--- src/rtl/alu_ctrl_muldiv_pkg.sv ---
// Shared definitions for the ALU controller with iterative M-extension engine:
// main-controller ALUOp classes, 4-bit ALU control codes, M-extension func3
// selectors and the handshake FSM state encoding.
package alu_ctrl_muldiv_pkg;

   // ALUOp classes from the main controller
   localparam logic [1:0] ALUOP_ST = 2'b00;
   localparam logic [1:0] ALUOP_BT = 2'b01;
   localparam logic [1:0] ALUOP_RT = 2'b10;
   localparam logic [1:0] ALUOP_IT = 2'b11;

   // ALU control codes driven to the datapath
   localparam logic [3:0] CTRL_ADD  = 4'b0000;
   localparam logic [3:0] CTRL_SUB  = 4'b0001;
   localparam logic [3:0] CTRL_AND  = 4'b0010;
   localparam logic [3:0] CTRL_OR   = 4'b0011;
   localparam logic [3:0] CTRL_XOR  = 4'b0100;
   localparam logic [3:0] CTRL_SLT  = 4'b0101;
   localparam logic [3:0] CTRL_SLTU = 4'b0110;
   localparam logic [3:0] CTRL_SLL  = 4'b0111;
   localparam logic [3:0] CTRL_SRL  = 4'b1000;
   localparam logic [3:0] CTRL_SRA  = 4'b1001;

   // func7 patterns that select an R-type sub-family
   localparam logic [6:0] F7_BASE   = 7'b0000000;
   localparam logic [6:0] F7_ALT    = 7'b0100000;
   localparam logic [6:0] F7_MULDIV = 7'b0000001;

   // M-extension func3 selectors
   localparam logic [2:0] F3_MUL    = 3'b000;
   localparam logic [2:0] F3_MULH   = 3'b001;
   localparam logic [2:0] F3_MULHSU = 3'b010;
   localparam logic [2:0] F3_MULHU  = 3'b011;
   localparam logic [2:0] F3_DIV    = 3'b100;
   localparam logic [2:0] F3_DIVU   = 3'b101;
   localparam logic [2:0] F3_REM    = 3'b110;
   localparam logic [2:0] F3_REMU   = 3'b111;

   typedef enum logic [1:0] {
      ST_IDLE = 2'b00,
      ST_CALC = 2'b01,
      ST_FIX  = 2'b10,
      ST_DONE = 2'b11
   } md_state_t;

   // ALU code for the base (func7 = 0) R/I-type func3 set
   function automatic logic [3:0] f3_base_code(input logic [2:0] f3);
      logic [3:0] code;
      case (f3)
         3'b000:  code = CTRL_ADD;
         3'b001:  code = CTRL_SLL;
         3'b010:  code = CTRL_SLT;
         3'b011:  code = CTRL_SLTU;
         3'b100:  code = CTRL_XOR;
         3'b101:  code = CTRL_SRL;
         3'b110:  code = CTRL_OR;
         default: code = CTRL_AND;
      endcase
      return code;
   endfunction

   // Multiply ops have func3[2] clear, divide/remainder ops have it set
   function automatic logic f3_is_mul(input logic [2:0] f3);
      return ~f3[2];
   endfunction

endpackage

--- src/rtl/alu_ctrl_muldiv_iter.sv ---
// Iterative multiply/divide engine. Operates on operand magnitudes: XLEN
// shift-add steps for multiply or XLEN restoring-subtract steps for divide,
// then a two-cycle fix-up (sign application, then stable result select).
module muldiv_iter
   import alu_ctrl_muldiv_pkg::*;
#(
   parameter int XLEN = 32
) (
   input  logic            clk,
   input  logic            rst_n,
   input  logic            i_load,
   input  logic            i_calc,
   input  logic            i_fix,
   input  logic [2:0]      i_func3,
   input  logic [XLEN-1:0] i_op_a,
   input  logic [XLEN-1:0] i_op_b,
   output logic            o_calc_last,
   output logic            o_fix_done,
   output logic [XLEN-1:0] o_result
);

   localparam int CNT_W = $clog2(XLEN) + 1;

   logic [2:0]        r_func3;
   logic              r_mul;
   logic [XLEN-1:0]   r_hi;
   logic [XLEN-1:0]   r_lo;
   logic [XLEN-1:0]   r_opnd;
   logic              r_neg_p;
   logic              r_neg_r;
   logic              r_dz;
   logic [XLEN-1:0]   r_dividend;
   logic [CNT_W-1:0]  r_cnt;
   logic              r_fix_ph;

   logic              w_a_sgn;
   logic              w_b_sgn;
   logic [XLEN-1:0]   w_mag_a;
   logic [XLEN-1:0]   w_mag_b;
   logic [XLEN:0]     w_sum;
   logic [XLEN:0]     w_rem_sh;
   logic [XLEN:0]     w_diff;
   logic [2*XLEN-1:0] w_prod_neg;

   // Operand signedness per op and magnitudes taken at load time
   always_comb begin
      w_a_sgn = 1'b0;
      w_b_sgn = 1'b0;
      case (i_func3)
         F3_MUL, F3_MULH, F3_DIV, F3_REM: begin
            w_a_sgn = i_op_a[XLEN-1];
            w_b_sgn = i_op_b[XLEN-1];
         end
         F3_MULHSU: w_a_sgn = i_op_a[XLEN-1];
         default: ;
      endcase
      w_mag_a = w_a_sgn ? -i_op_a : i_op_a;
      w_mag_b = w_b_sgn ? -i_op_b : i_op_b;
   end

   // One iteration step: partial-product add and trial subtraction
   always_comb begin
      w_sum      = {1'b0, r_hi} + {1'b0, r_opnd};
      w_rem_sh   = {r_hi, r_lo[XLEN-1]};
      w_diff     = w_rem_sh - {1'b0, r_opnd};
      w_prod_neg = -{r_hi, r_lo};
   end

   // Load, iterate XLEN times, then apply signs / divide-by-zero override
   always_ff @(posedge clk or negedge rst_n) begin
      if (!rst_n) begin
         r_func3    <= '0;
         r_mul      <= 1'b0;
         r_hi       <= '0;
         r_lo       <= '0;
         r_opnd     <= '0;
         r_neg_p    <= 1'b0;
         r_neg_r    <= 1'b0;
         r_dz       <= 1'b0;
         r_dividend <= '0;
         r_cnt      <= '0;
         r_fix_ph   <= 1'b0;
      end else if (i_load) begin
         r_func3    <= i_func3;
         r_mul      <= f3_is_mul(i_func3);
         // multiply: multiplicand in r_opnd, multiplier shifts out of r_lo
         // divide: divisor in r_opnd, dividend shifts out of r_lo
         r_opnd     <= f3_is_mul(i_func3) ? w_mag_a : w_mag_b;
         r_lo       <= f3_is_mul(i_func3) ? w_mag_b : w_mag_a;
         r_hi       <= '0;
         r_neg_p    <= w_a_sgn ^ w_b_sgn;
         r_neg_r    <= w_a_sgn;
         r_dz       <= ~f3_is_mul(i_func3) & (i_op_b == '0);
         r_dividend <= i_op_a;
         r_cnt      <= '0;
         r_fix_ph   <= 1'b0;
      end else if (i_calc) begin
         r_cnt <= r_cnt + CNT_W'(1);
         if (r_mul) begin
            if (r_lo[0]) begin
               r_hi <= w_sum[XLEN:1];
               r_lo <= {w_sum[0], r_lo[XLEN-1:1]};
            end else begin
               r_hi <= {1'b0, r_hi[XLEN-1:1]};
               r_lo <= {r_hi[0], r_lo[XLEN-1:1]};
            end
         end else begin
            // remainder stays below the divisor, so XLEN bits always suffice
            if (!w_diff[XLEN]) begin
               r_hi <= w_diff[XLEN-1:0];
               r_lo <= {r_lo[XLEN-2:0], 1'b1};
            end else begin
               r_hi <= w_rem_sh[XLEN-1:0];
               r_lo <= {r_lo[XLEN-2:0], 1'b0};
            end
         end
      end else if (i_fix && !r_fix_ph) begin
         r_fix_ph <= 1'b1;
         if (r_mul) begin
            if (r_neg_p) begin
               {r_hi, r_lo} <= w_prod_neg;
            end
         end else if (r_dz) begin
            // divide by zero: quotient all ones, remainder is the raw dividend
            r_lo <= '1;
            r_hi <= r_dividend;
         end else begin
            if (r_neg_p) begin
               r_lo <= -r_lo;
            end
            if (r_neg_r) begin
               r_hi <= -r_hi;
            end
         end
      end
   end

   // Low half carries product-low / quotient, high half product-high / remainder
   always_comb begin
      case (r_func3)
         F3_MUL, F3_DIV, F3_DIVU:                    o_result = r_lo;
         F3_MULH, F3_MULHSU, F3_MULHU, F3_REM, F3_REMU: o_result = r_hi;
         default:                                    o_result = r_lo;
      endcase
   end

   assign o_calc_last = (r_cnt == CNT_W'(XLEN - 1));
   assign o_fix_done  = r_fix_ph;

endmodule

--- src/rtl/alu_ctrl_muldiv.sv ---
// ALU controller: combinational ALUOp/func3/func7 decode with illegal-encoding
// flag, plus the valid/ready handshake FSM that sequences M-extension ops
// through the iterative engine and stalls the pipeline while busy.
module alu_ctrl_muldiv
   import alu_ctrl_muldiv_pkg::*;
#(
   parameter int XLEN   = 32,
   parameter int CTRL_W = 4
) (
   input  logic              clk,
   input  logic              rst_n,
   input  logic [1:0]        alu_op,
   input  logic [2:0]        func3,
   input  logic [6:0]        func7,
   output logic [CTRL_W-1:0] alu_control,
   output logic              illegal,
   input  logic              in_valid,
   output logic              in_ready,
   input  logic [XLEN-1:0]   op_a,
   input  logic [XLEN-1:0]   op_b,
   output logic              md_op,
   output logic              busy,
   output logic              out_valid,
   input  logic              out_ready,
   output logic [XLEN-1:0]   md_result
);

   md_state_t         r_state;
   logic              r_busy;
   logic              r_in_ready;
   logic              r_out_valid;
   logic [XLEN-1:0]   r_md_result;

   logic [CTRL_W-1:0] w_ctrl;
   logic              w_illegal;
   logic              w_md_op;
   logic              w_accept;
   logic              w_calc_last;
   logic              w_fix_done;
   logic [XLEN-1:0]   w_result;

   // Decode ALUOp/func3/func7; unknown RT/IT encodings fall back to ADD
   always_comb begin
      w_ctrl    = CTRL_ADD;
      w_illegal = 1'b0;
      w_md_op   = 1'b0;
      case (alu_op)
         ALUOP_ST: w_ctrl = CTRL_ADD;
         ALUOP_BT: w_ctrl = CTRL_SUB;
         ALUOP_RT: begin
            if (func7 == F7_BASE) begin
               w_ctrl = f3_base_code(func3);
            end else if (func7 == F7_ALT && func3 == 3'b000) begin
               w_ctrl = CTRL_SUB;
            end else if (func7 == F7_ALT && func3 == 3'b101) begin
               w_ctrl = CTRL_SRA;
            end else if (func7 == F7_MULDIV) begin
               w_md_op = 1'b1;
            end else begin
               w_illegal = 1'b1;
            end
         end
         default: begin
            // immediate forms: func7 only qualifies the shift encodings
            case (func3)
               3'b001: begin
                  if (func7 == F7_BASE) w_ctrl = CTRL_SLL;
                  else                  w_illegal = 1'b1;
               end
               3'b101: begin
                  if (func7 == F7_BASE)     w_ctrl = CTRL_SRL;
                  else if (func7 == F7_ALT) w_ctrl = CTRL_SRA;
                  else                      w_illegal = 1'b1;
               end
               default: w_ctrl = f3_base_code(func3);
            endcase
         end
      endcase
   end

   assign w_accept = in_valid & r_in_ready & w_md_op & ~w_illegal;

   muldiv_iter #(
      .XLEN (XLEN)
   ) u_iter (
      .clk         (clk),
      .rst_n       (rst_n),
      .i_load      (w_accept),
      .i_calc      (r_state == ST_CALC),
      .i_fix       (r_state == ST_FIX),
      .i_func3     (func3),
      .i_op_a      (op_a),
      .i_op_b      (op_b),
      .o_calc_last (w_calc_last),
      .o_fix_done  (w_fix_done),
      .o_result    (w_result)
   );

   // Handshake FSM with registered busy/ready/valid/result outputs
   always_ff @(posedge clk or negedge rst_n) begin
      if (!rst_n) begin
         r_state     <= ST_IDLE;
         r_busy      <= 1'b0;
         r_in_ready  <= 1'b1;
         r_out_valid <= 1'b0;
         r_md_result <= '0;
      end else begin
         case (r_state)
            ST_IDLE: begin
               if (w_accept) begin
                  r_state    <= ST_CALC;
                  r_busy     <= 1'b1;
                  r_in_ready <= 1'b0;
               end
            end
            ST_CALC: begin
               if (w_calc_last) begin
                  r_state <= ST_FIX;
               end
            end
            ST_FIX: begin
               if (w_fix_done) begin
                  r_state     <= ST_DONE;
                  r_out_valid <= 1'b1;
                  r_md_result <= w_result;
               end
            end
            default: begin
               // result stays put until the consumer takes it
               if (out_ready) begin
                  r_state     <= ST_IDLE;
                  r_out_valid <= 1'b0;
                  r_busy      <= 1'b0;
                  r_in_ready  <= 1'b1;
               end
            end
         endcase
      end
   end

   assign alu_control = w_ctrl;
   assign illegal     = w_illegal;
   assign md_op       = w_md_op;
   assign in_ready    = r_in_ready;
   assign busy        = r_busy;
   assign out_valid   = r_out_valid;
   assign md_result   = r_md_result;

endmodule

--- config.mk ---
export PLATFORM = sky130hd
export DESIGN_NAME = alu_ctrl_muldiv
export DESIGN_NICKNAME = d
export VERILOG_FILES = /design/src/rtl/alu_ctrl_muldiv_pkg.sv /design/src/rtl/alu_ctrl_muldiv_iter.sv /design/src/rtl/alu_ctrl_muldiv.sv
export SDC_FILE = /design/constraint.sdc
export NUM_CORES = 1
export LEC_CHECK = 0
export ABC_CLOCK_PERIOD_IN_PS = 5900
export CAP_MARGIN = 20
export CELL_PAD_IN_SITES_DETAIL_PLACEMENT = 0
export CELL_PAD_IN_SITES_GLOBAL_PLACEMENT = 1
export CORE_ASPECT_RATIO = 1.4
export CORE_MARGIN = 5
export CORE_UTILIZATION = 47
export CTS_CLUSTER_SIZE = 25
export DETAILED_ROUTE_END_ITERATION = 12
export GPL_TIMING_DRIVEN = 1
export HOLD_SLACK_MARGIN = 0.15
export PLACE_DENSITY = 0.85
export SLEW_MARGIN = 25
export SYNTH_ARGS = -nofsm -noshare
export SYNTH_HDL_FRONTEND = slang
export SYNTH_SLANG_ARGS = --single-unit
--- constraint.sdc ---
create_clock -name clk -period 5.9 [get_ports clk]
set_clock_uncertainty 0.15 [all_clocks]
set_input_delay 0.59 -clock clk [delete_from_list [all_inputs] [get_ports clk]]
set_output_delay 0.59 -clock clk [all_outputs]
set_load 0.02 [all_outputs]
## Yosys cells after proc, flatten, opt, wreduce, memory -nomap -nowiden

Index checks and enable logic that the tools add are counted.

| word-level totals | value |
|---|---|
| bits in read-only memories | 0 |
| register bits after elaboration | 179 |
| input port bits | 80 |
| bits in writable memories | 0 |
| bits in latches | 0 |
| memories kept | 0 |
| output and inout port bits | 41 |
| word-level logic and storage cells | 159 |

| cells by class | value |
|---|---|
| div/mod/pow operators | 0 |
| bitwise logic cells | 9 |
| add/subtract/negate cells | 8 |
| multipliers | 0 |
| shift operators | 0 |
| equality and inequality tests | 25 |
| reduce and logical (&&, ||, !) cells | 32 |
| magnitude comparators | 0 |
| muxes and demuxes | 69 |

Operators with widths:

| operator | count |
|---|---|
| $mux W32 | 23 |
| $neg A32 Y32 | 4 |
| $neg A64 Y64 | 1 |
| $pmux W32 S2 | 1 |
| $add A32 B32 Y33 | 1 |
| $sub A33 B32 Y33 | 1 |
| $logic_not A32 Y1 | 1 |
| $pmux W4 S7 | 1 |
| $mux W1 | 23 |
| $eq A3 B3 Y1 const B | 7 |
| $mux W4 | 5 |
| $pmux W3 S5 | 1 |
| $eq A3 B2 Y1 const B | 4 |
| $mux W6 | 2 |
| $pmux W4 S3 | 1 |
| $reduce_and A3 Y1 | 4 |
| $pmux W1 S2 | 5 |
| $reduce_or A5 Y1 | 2 |
| $mux W2 | 4 |
| $pmux W4 S2 | 1 |
| $reduce_bool A2 Y1 | 4 |
| $reduce_bool A4 Y1 | 2 |
| $eq A7 B1 Y1 const B | 1 |
| $eq A7 B6 Y1 const B | 1 |
| other kinds (25) | 43 |

## Longest topological paths before layout

Gate-level depths: netlist of run 1.

| logic depth | value |
|---|---|
| word-level depth | 10 |
| depth in mapped cells | 15 |
| gate-level depth less buffers | 14 |

## Hierarchy

A second synthesis of run 1 with hierarchy kept.

| unflattened totals | value |
|---|---|
| cell total of the unflattened synthesis | 2197 |
| area total of the unflattened synthesis | 17226.5 µm² |

By module, submodules not included:

| module | cells each | seq. area each (µm²) | times used | area an instance (µm²) |
|---|---|---|---|---|
| muldiv_iter | 2057 | 3553.4 | 1 | 15464.8 |
| alu_ctrl_muldiv | 140 | 927.1 | 1 | 1761.7 |

## Worst setup path after synthesis of run 1

OpenSTA, ideal clock, no wires.

| timing path | value |
|---|---|
| path kind | reg-to-reg |
| start point | register u_iter.r_lo[31] |
| end point | register u_iter.r_hi[8] |
| required time | 5.618 ns |
| period minus slack after synthesis | 3.416 ns |
| buffers on the path | 0 |
| path slack | 2.484 ns |
| setup time | 0.132 ns |
| stages on the path, launching flop included | 15 |
| arrival | 3.134 ns |
| path through | dfrtp_1 > inv_1 > ha_1 > fa_1 > nand2b_1 > a21o_1 > a21oi_1 > a31oi_1 > o21a_1 > o21a_1 > o311ai_4 > mux2_2 > o211ai_1 > o21a_1 > nor2_1 |

| on the way | value |
|---|---|
| longest elaborated chain between the ends | 6 |
| elaborated cells on any way between the ends | 9 |
| those cells by class | 2 x add/sub; 7 x mux |

Ends and longest elaborated chain:

| what | RTL line | text |
|---|---|---|
| start: declaration | alu_ctrl_muldiv_iter.sv:27 | `logic [XLEN-1:0] r_lo;` |
| start signal: assignment | alu_ctrl_muldiv_iter.sv:89 | `r_lo <= f3_is_mul(i_func3) ? w_mag_b : w_mag_a;` |
| start signal: assignment | alu_ctrl_muldiv_iter.sv:102 | `r_lo <= {w_sum[0], r_lo[XLEN-1:1]};` |
| start signal: assignment | alu_ctrl_muldiv_iter.sv:105 | `r_lo <= {r_hi[0], r_lo[XLEN-1:1]};` |
| $neg A64 Y64 | alu_ctrl_muldiv_iter.sv:66 | `w_prod_neg = -{r_hi, r_lo};` |
| $mux W32 | alu_ctrl_muldiv_iter.sv:120 | `if (r_neg_p) begin` |
| $mux W32 | alu_ctrl_muldiv_iter.sv:119 | `if (r_mul) begin` |
| $mux W32 | alu_ctrl_muldiv_iter.sv:117 | `end else if (i_fix && !r_fix_ph) begin` |
| $mux W32 (*) | alu_ctrl_muldiv_iter.sv:97 | `end else if (i_calc) begin` |
| $mux W32 (*) | alu_ctrl_muldiv_iter.sv:83 | `end else if (i_load) begin` |
| end signal: assignment | alu_ctrl_muldiv_iter.sv:101 | `r_hi <= w_sum[XLEN:1];` |
| end signal: assignment | alu_ctrl_muldiv_iter.sv:104 | `r_hi <= {1'b0, r_hi[XLEN-1:1]};` |
| end signal: assignment | alu_ctrl_muldiv_iter.sv:121 | `{r_hi, r_lo} <= w_prod_neg;` |
| end: declaration | alu_ctrl_muldiv_iter.sv:26 | `logic [XLEN-1:0] r_hi;` |

Every way passes the cells marked *; elsewhere a longest branch is shown, timed or not. The select of a mux whose other input is x is not followed.
A chain may end at the register's enable or synchronous reset.

## Worst setup path after layout of run 1

Same ends and word-level chain as after synthesis.

==> impl.org, run 1 <==
** Clock tree
- Buffer cell driving the clock tree root :: sky130_fd_sc_hd__clkbuf_16
- Clock Sink Count :: 179
- Counting along the longest clock path gives a buffer depth of 2.
- H-tree depth :: 4
- Number of buffers inserted during clock tree synthesis :: 17
- The number of gates resized after CTS was 0.
- TritonCTS clock tree :: done
- Post-CTS Repair Setup Buffers :: 0
- Source-to-sink clock delay at the later pin of the worst-skew pair :: approximately 0.48 ns
- After clock tree synthesis, the clock-pin slew on the worst setup and hold paths is around 0.080 ns.

** Pwr
- Summing internal, switching and leakage power gives 0.00887 W.
- Leakage Power :: 8.00 nW
- Power per Cell Area :: about 470 nW/um^2
- The worst-case IR drop observed on VDD is ~320 uV.

** Routing
- The routed design has around 67 mm of wire.
- Detailed-route via count :: roughly 18000
- First-iteration detailed-routing DRC count :: around 1900
- Antenna-violating nets left :: 0
- In the routed design, unresolved DRC markers number 0.
- DRT Pass-1 Iters :: 7
- Per-cell via count in the routed design :: around 6.4
- Wire length per cell after detailed routing :: 24.3 um

** Timing
- Final setup margin :: 1.31 ns
- Hold Worst Slack :: 0.331 ns
- Maximum frequency from static timing analysis :: around 0.22 GHz
- In this run the tightest slew margin relative to its limit is 24.7%.
- The final count of hold timing violations was 0.
- Dividing the final minimum period by the clock period gives between 70% and 80%.
- The number of slew-limit violations in the final report was 0.
- Setup total negative slack on the finished layout was measured at 0 ns.
- At the pin with the least slew margin, the transition time is 1.13 ns.
- Setup violations remaining at the end of the flow were counted as 0.
- The clock period could shrink to around 4.6 ns.
- Setup repair after global routing left no endpoint under its margin.

** Die
- Placeable core region :: roughly 36000 um^2
- Measured along the x axis, the die boundary spans between 150 and 200 um.
- The die covers 40200 um^2.
- Placement row count :: 82
- Effective utilization at floorplan :: between 40% and 50%
- In this run the count of I/O pins placed on the die edge is approximately 120.
- Die height :: around 240 um

** Logic synthesis
- Post-Synthesis Cell Area :: 17000 um^2
- In this run the mean area of a mapped cell was around 7.4 um^2.
- Synthesis handed over a netlist of around 2300 instances.
- Counting flops and latches in the post-synthesis netlist gives 179.
- Portion of the post-synthesis area used by sequential elements :: 26.3%
- For this run, the number of Yosys warnings is 0.
- In this run, synthesis inferred 0 flip-flops with an integrated enable.
- The most used flip-flop cell after synthesis is sky130_fd_sc_hd__dfrtp_1.
- Share of async-settable or async-resettable flops after synthesis :: 100%
- Synth Net Count :: ~2500
- Yosys mapped the design onto between 90 and 100 distinct sky130hd cell types.

** Worst setup path
- In this run the critical register-to-register path is launched from u_iter.r_lo[31].
- Data on the critical path is required at its endpoint by 6.09 ns.
- The critical path is of the reg -> reg type.
- STA classifies the critical path startpoint as a register.
- Critical path arrival :: between 4 and 5 ns
- In this run the worst path has a maximum fanout of 16.
- The worst setup path is captured at a register.
- Tracing the worst setup path back leads to its startpoint at u_iter.r_lo[31].

** Cells and area
- Final Util :: a little over half
- Number of diodes added for antenna fixing :: 0
- Counting the fill cells in the layout gives ~3400.
- Layout cell share with drive strength beyond 1 :: 5.30%
- Relative to the synthesized area, the layout overhead comes to 11.6%.
- Final-stage net count :: 2444

** Global route
- The initial antenna violation count came to 1.
- Aggregate global routing overflow :: 0
- Via count of the first global-routing pass :: about 17000
- Global routing used between 30% and 40% of the available tracks.
- Entering global routing, the biggest net connects just under 80 pins.
- First-pass GRT wire length :: roughly 100 mm

** Run status
- The flow ran to the end, and the final reports show no timing, DRC or antenna violations.

** Place
- Worst slack at placement :: about 1.4 ns
- Number of input and output port buffers inserted :: between 100 and 150
- Post-DP HPWL :: slightly above 50 mm
- Routability-driven placement finished with a final weighted congestion of approximately 0.97.

** Job
- Reported max-cap violation count :: 0

** Min path
- Startpoint of the most critical hold path :: u_iter.r_dividend[6]
- In this run the worst hold path is classified as reg -> reg.
## critical path, cell delays in order, from the launching register on
cell                       delay (ns)
sky130_fd_sc_hd__dfrtp_1         0.45
sky130_fd_sc_hd__inv_1           0.13
sky130_fd_sc_hd__ha_1            0.23
sky130_fd_sc_hd__fa_1            0.40
sky130_fd_sc_hd__nand2b_1        0.20
sky130_fd_sc_hd__a21o_1          0.18
sky130_fd_sc_hd__a21oi_1         0.17
sky130_fd_sc_hd__a31oi_1         0.21
sky130_fd_sc_hd__o21a_1          0.29
sky130_fd_sc_hd__o21a_1          0.24
sky130_fd_sc_hd__o311ai_4        0.77
sky130_fd_sc_hd__buf_4           0.31
sky130_fd_sc_hd__mux2_2          0.35
sky130_fd_sc_hd__o211ai_1        0.18
sky130_fd_sc_hd__o21a_1          0.15
sky130_fd_sc_hd__nor2_1          0.04
## placed cells by master (no fill, tap or decap), types with 72 or more instances in the layout
cell | Yosys | final
sky130_fd_sc_hd__dfrtp_1 | 178 | 175
sky130_fd_sc_hd__a21oi_1 | 260 | 259
sky130_fd_sc_hd__clkdlybuf4s50_1 | 0 | 118
sky130_fd_sc_hd__ha_1 | 73 | 72
sky130_fd_sc_hd__nor2_1 | 229 | 229
sky130_fd_sc_hd__mux2i_1 | 88 | 88
sky130_fd_sc_hd__o21ai_0 | 182 | 182
sky130_fd_sc_hd__xnor2_1 | 73 | 73
sky130_fd_sc_hd__inv_1 | 80 | 80
sky130_fd_sc_hd__nand2_1 | 293 | 293
## sequential cells by signal, indices dropped and copies added, names as in the netlist
signal	count
md_result	32
u_iter.r_dividend	32
u_iter.r_hi	32
u_iter.r_lo	32
u_iter.r_opnd	32
u_iter.r_cnt	6
u_iter.r_func3	3
r_state	2
busy	1
in_ready	1
out_valid	1
u_iter.o_fix_done	1
u_iter.r_dz	1
u_iter.r_mul	1
u_iter.r_neg_p	1
u_iter.r_neg_r	1
## per-layer routing
| metal | track usage [%] | vias up | routed length, um |
|---|---|---|---|
| met2 | 52.9 | 839 | 31700 |
| met5 | 0 | - | 0 |
| met4 | 20.2 | 0 | 4780 |
| met1 | 40.1 | 8350 | 25700 |
| li1 | - | 8258 | - |
| met3 | 5.29 | 208 | 5020 |
## synthesized netlist by cell type, types with 12 or more instances
cell	n	share of area (%)
sky130_fd_sc_hd__a221oi_1	20	1.0
sky130_fd_sc_hd__buf_2	23	0.68
sky130_fd_sc_hd__a211oi_1	20	0.88
sky130_fd_sc_hd__a31oi_1	30	1.1
sky130_fd_sc_hd__o211ai_1	41	1.8
sky130_fd_sc_hd__nand3_1	58	1.7
sky130_fd_sc_hd__mux2i_1	88	5.2
sky130_fd_sc_hd__nor2_1	229	5.0
sky130_fd_sc_hd__buf_1	17	0.37
sky130_fd_sc_hd__o22ai_1	26	0.95
sky130_fd_sc_hd__nor4_1	15	0.55
sky130_fd_sc_hd__xor2_1	69	3.5
sky130_fd_sc_hd__o21a_1	16	0.70
sky130_fd_sc_hd__xnor2_1	73	3.8
sky130_fd_sc_hd__o31ai_1	14	0.62
sky130_fd_sc_hd__mux2_2	14	0.93
sky130_fd_sc_hd__dfrtp_1	178	26
sky130_fd_sc_hd__o21ai_0	182	5.3
sky130_fd_sc_hd__nand4_1	18	0.66
sky130_fd_sc_hd__a21o_1	31	1.4
sky130_fd_sc_hd__a21oi_1	260	7.6
sky130_fd_sc_hd__nor3_1	64	1.9
sky130_fd_sc_hd__ha_1	73	5.4
sky130_fd_sc_hd__inv_1	80	1.8
sky130_fd_sc_hd__and3_1	12	0.44
sky130_fd_sc_hd__nand2b_1	19	0.70
sky130_fd_sc_hd__clkbuf_1	132	2.9
sky130_fd_sc_hd__nand2_1	293	6.5
## cell type report
class | count | area [um^2] | area share (%)
clock buffer | 17 | 425 | 2.24
clock inverter | 15 | 200 | 1.05
inverter | 82 | 308 | 1.62
multi-input combinational | 1857 | 11600 | 60.9
sequential | 179 | 4490 | 23.6
tap | 462 | 578 | 3.04
timing repair buffer | 152 | 1440 | 7.59
## report_power, final
part           leakage [nW]  internal, W  switching [W]
Combinational          5.55      0.00209        0.00315
Sequential             2.14      0.00160       0.000798
Clock                 0.305     0.000617       0.000613
Total                  8.00      0.00431        0.00456
## final timing paths
kind / to / slack [ns] / cells past startpoint
worst min register to register: u_iter.r_dividend[6] / 0.33 / 2
worst max register to register: u_iter.r_hi[8] / 1.31 / 15
min in group asynchronous: u_iter.r_dividend[3] / 0.54 / 2
max in group asynchronous: u_iter.r_lo[0] / 3.73 / 3
worst max-delay path: u_iter.r_hi[8] / 1.31 / 15
worst min-delay path: u_iter.r_dividend[6] / 0.33 / 2
## cell families after synthesis
family | after synthesis | share of synthesized area (%)
xor gates and xnor gates | 142 | 7.30
buffers and inverters | 259 | 6.09
and+or+nand+nor | 793 | 21.7
AOI/OAI and AO/OA | 745 | 26.9
DFF | 179 | 26.3
muxes | 102 | 6.09
adders and majority gates | 75 | 5.59
## what timing repair did
action,in CTS,in global routing
hold buffers,1,0
hold endpoints to repair,73,0
endpoints found under the setup margin,0,0
## through the flow
| step | cells | cell area, um^2 |
|---|---|---|
| floorplan | 2295 | 17000 |
| global placement | 2731 | 18400 |
| detailed placement | 2731 | 18400 |
| CTS | 2764 | 19000 |
| global route | 2764 | 19000 |
| finish | 2764 | 19000 |
No activity file was read; power rests on OpenSTA's default activity.
==> inputs of run 2 (changes only) <==
--- a/config.mk
+++ b/config.mk
@@ -5,18 +5,18 @@
 export SDC_FILE = /design/constraint.sdc
 export NUM_CORES = 1
 export LEC_CHECK = 0
-export ABC_CLOCK_PERIOD_IN_PS = 5900
+export ABC_CLOCK_PERIOD_IN_PS = 4500
 export CAP_MARGIN = 20
 export CELL_PAD_IN_SITES_DETAIL_PLACEMENT = 0
 export CELL_PAD_IN_SITES_GLOBAL_PLACEMENT = 1
 export CORE_ASPECT_RATIO = 1.4
 export CORE_MARGIN = 5
-export CORE_UTILIZATION = 47
+export CORE_UTILIZATION = 45
 export CTS_CLUSTER_SIZE = 25
 export DETAILED_ROUTE_END_ITERATION = 12
 export GPL_TIMING_DRIVEN = 1
 export HOLD_SLACK_MARGIN = 0.15
-export PLACE_DENSITY = 0.85
+export PLACE_DENSITY = 0.82
 export SLEW_MARGIN = 25
 export SYNTH_ARGS = -nofsm -noshare
 export SYNTH_HDL_FRONTEND = slang
==> constraint.sdc (replaced) <==
create_clock -name clk -period 4.5 [get_ports clk]
set_clock_uncertainty 0.15 [all_clocks]
set_input_delay 0.45 -clock clk [delete_from_list [all_inputs] [get_ports clk]]
set_output_delay 0.45 -clock clk [all_outputs]
set_load 0.02 [all_outputs]
==> impl.org, run 2 (synthesis results as in run 1) <==
** Cells and area
- Final cell count without fillers :: 2810 (was 2764)
- Commonest cells after routing, fill and taps aside :: sky130_fd_sc_hd__nand2_1 (293), sky130_fd_sc_hd__a21oi_1 (259), sky130_fd_sc_hd__nor2_1 (229) (unchanged)
- The leading cell type in the layout, fill and taps excluded was sky130_fd_sc_hd__nand2_1 (unchanged).
- Post-route cell area :: 19300 um^2 (was 19000 um^2)
- The count of filler cells inserted in the layout was 3702 (was 3438).
- The signed area change from the synthesized netlist to the final layout came to 13.2% (was 11.6%).
- The fraction of final layout cells sized beyond drive strength 1 is 6.63% (was 5.30%).
- The antenna diode instance count is 0 (unchanged).
- Final-stage net count :: 2479 (was 2444)

** Global route
- The via count of the first global-routing pass was 16949 (was 16767).
- The total congestion overflow is 0 (unchanged).
- Number of antenna violations at the first check in global routing :: 0 (was 1)
- The first-pass GRT wire length is 102 mm (was 101 mm).
- Total global routing track utilization :: 31.5% (was 32.6%)
- Maximum number of pins on one net before global-route repair :: 108 (was 79)

** Clock tree
- The number of clock sinks seen by CTS came to 179 (unchanged).
- CTS Buffer Depth :: 2 (unchanged)
- The post-CTS resize count was 0 (unchanged).
- H-tree depth :: 4 (unchanged)
- The number of CTS-inserted buffers came to 17 (unchanged).
- The TritonCTS clock tree is done (unchanged).
- The root cell of the clock tree is sky130_fd_sc_hd__clkbuf_16 (unchanged).
- Source-to-sink clock delay at the later pin of the worst-skew pair :: 0.47 ns (was 0.48 ns)
- Post-CTS Repair Setup Buffers :: 0 (unchanged)
- Worst-path clk slew :: 0.08 ns (about the same)

** Worst setup path
- Cell with the largest stage delay on the worst path :: sky130_fd_sc_hd__o311ai_4 (unchanged)
- The beginning of the worst register-to-register path was u_iter.r_lo[31] (unchanged).
- The largest stage delay on the critical path was 0.51 ns (was 0.77 ns).
- The depth of the worst register-to-register path was 15 (unchanged).
- Critical path peak fanout :: 12 (was 16)
- Data required time at the worst endpoint :: 4.72 ns (was 6.09 ns)
- Critical path class :: reg -> reg (unchanged)
- The arrival time of the worst setup path is 4.27 ns (was 4.78 ns).
- The setup slack of the most critical reg-to-reg path was 0.44 ns (was 1.31 ns).
- The nature of the critical path endpoint was a register (unchanged).
- Worst-path cell chain :: inv_1 -> ha_1 -> fa_1 -> nand2b_1 -> a21o_1 -> a21oi_1 -> a31oi_1 -> o21a_1 -> o21a_1 -> o311ai_4 -> buf_4 -> nor2_1 -> a21oi_1 -> o21ai_0 -> a221oi_1 (was inv_1 -> ha_1 -> fa_1 -> nand2b_1 -> a21o_1 -> a21oi_1 -> a31oi_1 -> o21a_1 -> o21a_1 -> o311ai_4 -> buf_4 -> mux2_2 -> o211ai_1 -> o21a_1 -> nor2_1)
- R2R Path End :: u_iter.r_hi[14] (was u_iter.r_hi[8])
- The startpoint class of the critical path is a register (unchanged).

** Die
- Die height :: 240 um (was 235 um)
- Effective utilization at floorplan :: 45.4% (was 47.6%)
- The placeable core area came to 37500 um^2 (was 35800 um^2).
- The I/O pin count was 121 (unchanged).
- The die area was 41900 um^2 (was 40200 um^2).
- The number of placement rows came to 84 (was 82).
- Overall die width :: 174 um (was 171 um)

** Place
- The total cell area at the placement stage is 18700 um^2 (was 18400 um^2).
- The half-perimeter wire length after detailed placement was 51.7 mm (was 50.8 mm).
- Placed Cells :: 2777 (was 2731)
- Worst slack at placement :: 0.415 ns (was 1.38 ns)
- The final weighted congestion in routability-driven placement is 0.958 (was 0.972).
- The count of input and output buffers was 120 (unchanged).

** Timing
- The accumulated negative setup slack was 0 ns (unchanged).
- The number of slew-limit violations in the final report came to 0 (unchanged).
- Period utilisation layout :: 90.2% (was 77.8%)
- RSZ-0062 raised after global routing :: no (unchanged)
- Final setup margin :: 0.443 ns (was 1.31 ns)
- Maximum frequency from static timing analysis :: 0.246 GHz (was 0.218 GHz)
- The slew at the pin closest to its max-slew limit was 1.05 ns (was 1.13 ns).
- The clock period minus final worst setup slack came to 4.06 ns (was 4.59 ns).
- Worst slew margin relative to its limit :: 30.0% (was 24.7%)
- Setup Viol. Count Final :: 0 (unchanged)
- The final count of hold timing violations came to 0 (unchanged).

** Min path
- Worst hold path class :: reg -> reg (unchanged)
- Worst Hold End :: u_iter.r_dividend[9] (was u_iter.r_dividend[6])
- Startpoint of the most critical hold path :: u_iter.r_dividend[9] (was u_iter.r_dividend[6])
- The hold-critical path depth is 2 (unchanged).

** Routing
- First-iteration detailed-routing DRC count :: 1808 (was 1931)
- Detailed-route via count :: 17882 (was 17655)
- Final WL :: 67.8 mm (was 67.2 mm)
- The routed wire length per instance is 24.1 um (was 24.3 um).
- The first-pass detailed-route iteration total was 6 (was 7).
- DRC :: 0 (unchanged)
- Antenna-violating nets left :: 0 (unchanged)
- Per-cell via count in the routed design :: 6.36 (was 6.39)

** Pwr
- The total leakage power is 8.17 nW (was 8.00 nW).
- The maximum resistive drop on vdd was 333 uV (was 318 uV).
- The power density normalized to cell area came to 612 nW/um^2 (was 467 nW/um^2).

** Job
- Reported max-cap violation count :: 0 (unchanged)

** Run status
- Result of the run: complete, no violations (unchanged).
## run 2: changes by cell type in the layout (fill, tap and decap cells not counted), moves of 2 or more
cell	before	now
sky130_fd_sc_hd__buf_4	31	65
sky130_fd_sc_hd__buf_12	0	2
sky130_fd_sc_hd__clkinv_8	5	3
sky130_fd_sc_hd__inv_6	5	3
sky130_fd_sc_hd__inv_8	4	6
## run 2: area by class of cell
cell class              instances  area (um^2)  area share [%]
flip-flops and latches        179         4490            23.3
inverters                      82          308            1.60
clock inverters                14          180           0.934
well taps                     473          592            3.07
multi-input cells            1857        11600            59.9
repair buffers                187         1730            8.98
clock buffers                  18          429            2.22
## run 2: power breakdown
group          switching, W  leakage (nW)  total (W)  internal, W
Clock              0.000783         0.296    0.00159     0.000804
Combinational       0.00443          5.74    0.00729      0.00286
Sequential         0.000815          2.14    0.00292      0.00211
Total               0.00603          8.17     0.0118      0.00577
## run 2: what timing repair did
action,4_1_cts,5_1_grt
endpoints found under the setup margin,0,0
endpoints found under the hold margin,72,0
hold buffers,1,0
## run 2: how the worst max path moves through the flow
stage,from,end,cells after the start
after floorplan,u_iter.r_lo[31],u_iter.r_hi[8],14
after detailed placement,op_a[12],u_iter.r_lo[28],12
after CTS,u_iter.r_hi[1],u_iter.r_hi[27],14
final,u_iter.r_lo[31],u_iter.r_hi[14],15
after global routing,u_iter.r_lo[31],u_iter.r_hi[2],15
after global placement,op_a[5],u_iter.r_lo[28],12
## run 2: per-layer routing
metal / up-vias / track usage [%] / routed length [um] / share of wire (%)
met5: - / 0 / 0 / 0
met4: 0 / 18.0 / 4310 / 6.4
met3: 159 / 3.77 / 4410 / 6.5
met2: 777 / 53.3 / 32700 / 48
met1: 8629 / 38.9 / 26400 / 39
li1: 8317 / - / - / -
## run 2: worst max-delay path: cells and delay by family, from the launching register on
family	cells	cell delay, ns
compound gates	9	2.17
fa+ha+maj	2	0.61
buf+inv	2	0.39
flops	1	0.35
simple gates	2	0.26
## run 2: metrics by stage
stage / utilization [%] / total power [W] / hold slack (ns)
2_1_floorplan: - / 0.00762 / 0.00441
5_1_grt: 51.4 / 0.0126 / 0.338
3_3_place_gp: 49.8 / 0.00997 / 0.312
6_report: 51.4 / 0.0118 / 0.328
3_5_place_dp: 49.8 / 0.0101 / 0.314
4_1_cts: 51.4 / 0.0117 / 0.331
